<file path="src/rtl/ldm_stm_sequencer.sv">
// LDM/STM block-transfer sequencer: walks a 16-bit register list lowest-first and
// issues register/address pairs, then reports the base writeback value.
// Optional build macro LDM_EMPTY_LIST_R15_EN: an empty list transfers r15 with N=16.
module ldm_stm_sequencer #(
  parameter int unsigned ADDR_WIDTH = 32
) (
  input  logic                  clk,
  input  logic                  reset,
  input  logic                  start,
  input  logic [15:0]           reg_list,
  input  logic [ADDR_WIDTH-1:0] base_addr,
  input  logic                  up,
  input  logic                  pre,
  output logic                  busy,
  output logic                  xfer_valid,
  input  logic                  xfer_ready,
  output logic [3:0]            reg_num,
  output logic [ADDR_WIDTH-1:0] xfer_addr,
  output logic [4:0]            xfer_count,
  output logic [ADDR_WIDTH-1:0] wb_addr,
  output logic                  done
);

  localparam int unsigned LIST_W = 16;
  localparam int unsigned REG_W  = 4;
  localparam int unsigned CNT_W  = 5;
  localparam logic [ADDR_WIDTH-1:0] WORD = ADDR_WIDTH'(4);

  typedef enum logic [1:0] {
    S_IDLE,
    S_SETUP,
    S_XFER,
    S_DONE
  } state_t;

  state_t                  r_state;
  logic [LIST_W-1:0]       r_mask;
  logic [CNT_W-1:0]        r_n;
  logic [CNT_W-1:0]        r_count;
  logic [ADDR_WIDTH-1:0]   r_base;
  logic                    r_up;
  logic                    r_pre;
  logic                    r_busy;
  logic                    r_valid;
  logic [REG_W-1:0]        r_reg_num;
  logic [ADDR_WIDTH-1:0]   r_addr;
  logic [ADDR_WIDTH-1:0]   r_wb;
  logic                    r_done;

  logic [LIST_W-1:0]       w_rest;
  logic [LIST_W-1:0]       w_enc_in;
  logic [REG_W-1:0]        w_enc;
  logic [CNT_W-1:0]        w_list_n;
  logic [LIST_W-1:0]       w_cap_mask;
  logic [CNT_W-1:0]        w_cap_n;
  logic [ADDR_WIDTH-1:0]   w_span;
  logic [ADDR_WIDTH-1:0]   w_start_addr;
  logic [ADDR_WIDTH-1:0]   w_wb;

  function automatic logic [CNT_W-1:0] popcount(input logic [LIST_W-1:0] v);
    logic [CNT_W-1:0] c;
    c = '0;
    for (int i = 0; i < int'(LIST_W); i++) begin
      c = c + CNT_W'(v[i]);
    end
    return c;
  endfunction

  // Priority encoder: index of the lowest set bit (0 when empty).
  function automatic logic [REG_W-1:0] lowest_bit(input logic [LIST_W-1:0] v);
    logic [REG_W-1:0] idx;
    idx = '0;
    for (int i = int'(LIST_W) - 1; i >= 0; i--) begin
      if (v[i]) idx = REG_W'(i);
    end
    return idx;
  endfunction

  // The single encoder serves SETUP (first bit) and XFER (bit after the current one).
  always_comb begin
    w_rest   = r_mask & (r_mask - LIST_W'(1));
    w_enc_in = (r_state == S_SETUP) ? r_mask : w_rest;
    w_enc    = lowest_bit(w_enc_in);
    w_list_n = popcount(reg_list);
  end

`ifdef LDM_EMPTY_LIST_R15_EN
  always_comb begin
    w_cap_mask = (reg_list == '0) ? LIST_W'(16'h8000) : reg_list;
    w_cap_n    = (reg_list == '0) ? CNT_W'(16) : w_list_n;
  end
`else
  always_comb begin
    w_cap_mask = reg_list;
    w_cap_n    = w_list_n;
  end
`endif

  // Address range always ascends; decrement modes start below the base.
  always_comb begin
    w_span = ADDR_WIDTH'({r_n, 2'b00});
    unique case ({r_up, r_pre})
      2'b10:   w_start_addr = r_base;
      2'b11:   w_start_addr = r_base + WORD;
      2'b00:   w_start_addr = r_base - w_span + WORD;
      default: w_start_addr = r_base - w_span;
    endcase
    w_wb = r_up ? (r_base + w_span) : (r_base - w_span);
  end

  always_ff @(posedge clk) begin
    if (reset) begin
      r_state   <= S_IDLE;
      r_mask    <= '0;
      r_n       <= '0;
      r_count   <= '0;
      r_base    <= '0;
      r_up      <= 1'b0;
      r_pre     <= 1'b0;
      r_busy    <= 1'b0;
      r_valid   <= 1'b0;
      r_reg_num <= '0;
      r_addr    <= '0;
      r_wb      <= '0;
      r_done    <= 1'b0;
    end else begin
      unique case (r_state)
        S_IDLE: begin
          if (start) begin
            r_mask  <= w_cap_mask;
            r_n     <= w_cap_n;
            r_count <= w_list_n;
            r_base  <= base_addr;
            r_up    <= up;
            r_pre   <= pre;
            r_busy  <= 1'b1;
            r_state <= S_SETUP;
          end
        end
        S_SETUP: begin
          r_wb <= w_wb;
          if (r_mask != '0) begin
            r_valid   <= 1'b1;
            r_reg_num <= w_enc;
            r_addr    <= w_start_addr;
            r_state   <= S_XFER;
          end else begin
            r_done  <= 1'b1;
            r_state <= S_DONE;
          end
        end
        S_XFER: begin
          if (xfer_ready) begin
            r_mask <= w_rest;
            if (w_rest == '0) begin
              r_valid <= 1'b0;
              r_done  <= 1'b1;
              r_state <= S_DONE;
            end else begin
              r_reg_num <= w_enc;
              r_addr    <= r_addr + WORD;
            end
          end
        end
        S_DONE: begin
          r_done  <= 1'b0;
          r_busy  <= 1'b0;
          r_state <= S_IDLE;
        end
        default: r_state <= S_IDLE;
      endcase
    end
  end

  assign busy       = r_busy;
  assign xfer_valid = r_valid;
  assign reg_num    = r_reg_num;
  assign xfer_addr  = r_addr;
  assign xfer_count = r_count;
  assign wb_addr    = r_wb;
  assign done       = r_done;

endmodule

</file>
<file path="config.mk">
export PLATFORM = sky130hd
export DESIGN_NAME = ldm_stm_sequencer
export DESIGN_NICKNAME = d
export VERILOG_FILES = /design/src/rtl/ldm_stm_sequencer.sv
export SDC_FILE = /design/constraint.sdc
export NUM_CORES = 1
export LEC_CHECK = 0
export BUFFER_PORTS_ARGS = -buffer_cell sky130_fd_sc_hd__buf_2
export CAP_MARGIN = 0
export CORE_ASPECT_RATIO = 0.6
export CORE_UTILIZATION = 50
export CTS_CLUSTER_SIZE = 25
export DETAILED_ROUTE_END_ITERATION = 7
export PLACE_DENSITY = 0.72
export SLEW_MARGIN = 40
export SYNTH_ARGS = -nofsm -noshare
export SYNTH_HDL_FRONTEND = slang
export SYNTH_SLANG_ARGS = --single-unit
</file>
<file path="constraint.sdc">
create_clock -name clk -period 10.1 [get_ports clk]
set_input_delay 0 -clock clk [delete_from_list [all_inputs] [get_ports clk]]
set_output_delay 0 -clock clk [all_outputs]
set_load 0.01 [all_outputs]
</file>
==> results.md <==
- Hold Path Class: primary input to flop
- Fin crit share: between 40% and 50%
- Drt pass-1 iters: 7
- WHS: 24.7 ps
- Ys async rst share: 0%
- Maximum fanout along the worst path: between 40 and 50
- Post-DP Area: 11100 um^2
- Setup violations, final: 0
- Leak: 4.85 nW
- Die X-Extent: between 150 and 200 um
- Via count: between 10000 and 15000
- Total Nets Final: ~1700
- Sequential fraction of the synthesis area: ~25%
- Status: complete, no violations
- Root buf cell: clkbuf_16
- Sequential cell area: roughly 2600 um^2
- Wire per inst: ~21 um
- Number of buffers created by CTS: 17
- Depth of the worst register-to-register path: 13
- Cells after synthesis: 1462
- Worst vdd ir: between 150 and 200 uV
- Total negative setup slack: 0 ps
- Largest net degree at the start of global routing: 67
- Routability cong.: 0.998
- Clk sinks: approximately 130
- Top-Level Pins: between 100 and 150
- Multi-input logic area: ~7200 um^2
- GRT Overall Usage: 37.1%
- Vias per inst: between 6 and 7
- Compound-Gate Fraction of Synth Area: about a quarter
- CTS tree: built
- Mux cell area share after synthesis: between 4 and 5%
- Slowest cell on the critical path: or4b_2
- Initial antenna violation count: 0
- Remaining DRCs: 0
- Post-synth cell types: 86
- Post-synth EDFFs: 0
- Levels on crit path: 13
- Area share of fa/ha/maj cells after synthesis: between 6 and 7%
- Final ANT Viol Nets: 0
- Iteration-0 DRC Markers: around 1600
- CP cell instances: buf_4, clkinv_1, ha_1, buf_4, inv_2, or3_1, or3_1, a221oi_1, a21boi_0, nand4_1, mux2i_1, or4b_2, o211ai_1
- Max clock buf depth: 2
- Starting Density: around half
- Tmin final: ~5000 ps
- Share of layout cells above drive strength 1: approximately 14%
- Synthesized cell area: between 10000 and 15000 um^2
- Largest family of logic cells by synthesized area: simple AND/OR/NAND/NOR gates
- Buf+Inv Stages, Crit Path: 4
- P&R area growth vs syn: 18.0%
- Die Span Y: between 100 and 150 um
- Synthesized net count: between 1500 and 2000
- Worst-Margin Slew: 965 ps
- Top delay family on crit path: simple AND/OR/NAND/NOR gates
- Total power: between 0.004 and 0.005 W
- Syn Area/Cell: between 7 and 8 um^2
- Setup crit end: xfer_addr[23]$_SDFFE_PP0P_
- Fillers: around 1900
- RR Startpoint: r_up$_SDFFE_PP0P_
- Gr ovfl total: 0
- Buffers on Ports: between 100 and 150
- Hpwl dp: about 28000 um
- Worst path max stage delay: 620 ps
- Fin area: 12300 um^2
- YS warnings: 0
- Setup CP Type: flop to flop
- Final Max Slew Viols: 0
- Skew-Pair Late Insertion Delay: about 440 ps
- Site row count: 40
- Main synth FF type: dfxtp_1
- Max cap viols: 0
- Global-route wire length before repair: ~61000 um
- CTS clk-pin slew, worst paths: approximately 60 ps
- Required time worst endpoint: 10460 ps
- Synth Area in Simple Gates: between 20% and 30%
- Crit path launch: r_up$_SDFFE_PP0P_
- Relative slew margins: a little over a third
- Startpoint Class: flop
- Detailed-route wire length: ~40000 um
- PD cells: about 340 nW/um^2
- Peak Freq: about 200 MHz
- Layout Skew: between 8 and 9 ps
- Xor/xnor share of the synthesized area: ~6.0%
- H-Tree Depth: 4
- Core area: ~20000 um^2
- End-of-flow core utilization: between 60% and 70%
- Vias in the first global route: ~11000
- R2R Path End: xfer_addr[23]$_SDFFE_PP0P_
- R2r setup slk: 5080 ps
- RSZ-0062 raised after global routing: no
- Critical path endpoint category: flop
- Die ar.: 21400 um^2
- Final Hold Fails: 0
- # Post-CTS Setup Buffers: 0
- FF+latch count, synth: 128
- Ant. Diodes: 0
- Worst Path Arrival: 5370 ps
## power breakdown
part	switching [W]	internal (W)	total, W
registers	0.000251	0.000650	0.000901
logic	0.00168	0.000944	0.00263
clock network	0.000253	0.000427	0.000681
## flip-flops by register name, indices dropped and copies added (netlist names)
register / cells
busy: 1
done: 1
r_base: 32
r_mask: 16
r_pre: 1
r_state: 2
r_up: 1
reg_num: 4
wb_addr: 32
xfer_addr: 32
xfer_count: 5
xfer_valid: 1
## synth_stat cells (24+ instances only)
cell type  number  share of area, %
o21ai_0        87               4.2
nand2_1       195               7.0
nor2_1        127               4.6
clkbuf_1       97               3.5
dfxtp_1       128                25
nand3_1        45               2.2
a21oi_1       135               6.5
nor3_1         52               2.5
ha_1           24               2.9
or3_1          29               1.7
xnor2_1        41               3.5
nor4_1         24               1.4
mux2i_1        43               4.1
inv_1          62               2.2
xor2_1         27               2.3
## area by class of cell
class	instances	area share [%]
clock buffers	20	3.73
clock inverters	12	1.49
multi-input cells	1150	58.3
well taps	273	2.79
inverters	64	1.96
repair buffers	199	10.8
flip-flops and latches	128	20.9
## kinds of logic after synthesis
group | after synthesis
compound gates | 408
xor+xnor | 69
fa+ha+maj | 46
buf+inv | 184
flops | 128
mux | 43
simple gates | 584
## metrics by stage
stage               setup slack (ps)  instances
floorplan                       5970       1462
global placement                5290       1763
detailed placement              5180       1765
CTS                             5170       1846
global route                    4910       1846
finish                          5080       1846
## per-layer routing
layer | wire length [um] | vias up | global-route usage (%) | share of wire (%)
met5 | 0 | - | 0 | 0
met4 | 946 | 0 | 12.0 | 2.4
met3 | 5510 | 76 | 14.6 | 14
met2 | 15000 | 691 | 48.9 | 38
met1 | 18000 | 5403 | 53.7 | 46
li1 | - | 5441 | - | -
## tightest hold or removal path, stage by stage
cell and delay [ps]:
buf_2 120, nor3b_1 140, a21oi_1 110, nor2_1 40
## how the worst min path moves through the flow
stage	from	endpoint	slack, ps	depth (start not counted)
floorplan	base_addr[0]	r_base[0]$_SDFFE_PP0P_	140	2
global placement	base_addr[29]	r_base[29]$_SDFFE_PP0P_	240	3
detailed placement	base_addr[0]	r_base[0]$_SDFFE_PP0P_	250	3
CTS	reg_list[0]	r_mask[0]$_SDFFE_PP0P_	7	4
global route	reg_list[0]	r_mask[0]$_SDFFE_PP0P_	80	4
finish	reg_list[0]	r_mask[0]$_SDFFE_PP0P_	20	4
## cell usage in the layout (no fill, tap or decap), types with 5 or more instances in the layout
master         synthesis  layout
a211oi_1              18      18
o31a_1                 5       5
o211ai_1              15      15
and3_1                17      17
nand4_1               19      19
o31ai_1               11      10
a21o_1                13      13
a22oi_1                9       9
nand2_1              195     195
dlygate4sd3_1          0      49
o21ai_0               87      85
mux2i_1               43      43
buf_2                  4     128
nor3_1                52      51
fa_1                  12      12
a21oi_1              135     135
and2_1                 7       7
xnor2_1               41      41
nor2_1               127     124
maj3_1                10      10
o22ai_1               19      19
nand2b_1               9       9
a2bb2oi_1              6       6
xor2_1                27      27
buf_4                  2      20
inv_1                 62      62
a31oi_1               19      19
or3_1                 29      29
or4_1                 15      15
dfxtp_1              128     128
or2_2                 10      10
ha_1                  24      23
nor4_1                24      23
nor2b_1                7       6
nand3_1               45      45
nor3b_1                7       7
clkbuf_16              0      17
## repair_timing
item | in CTS | in global routing
endpoints found under the hold margin | 49 | 0
hold buffers | 49 | 0
resized for setup | 0 | 0
Power figures use the tool's default switching activity.
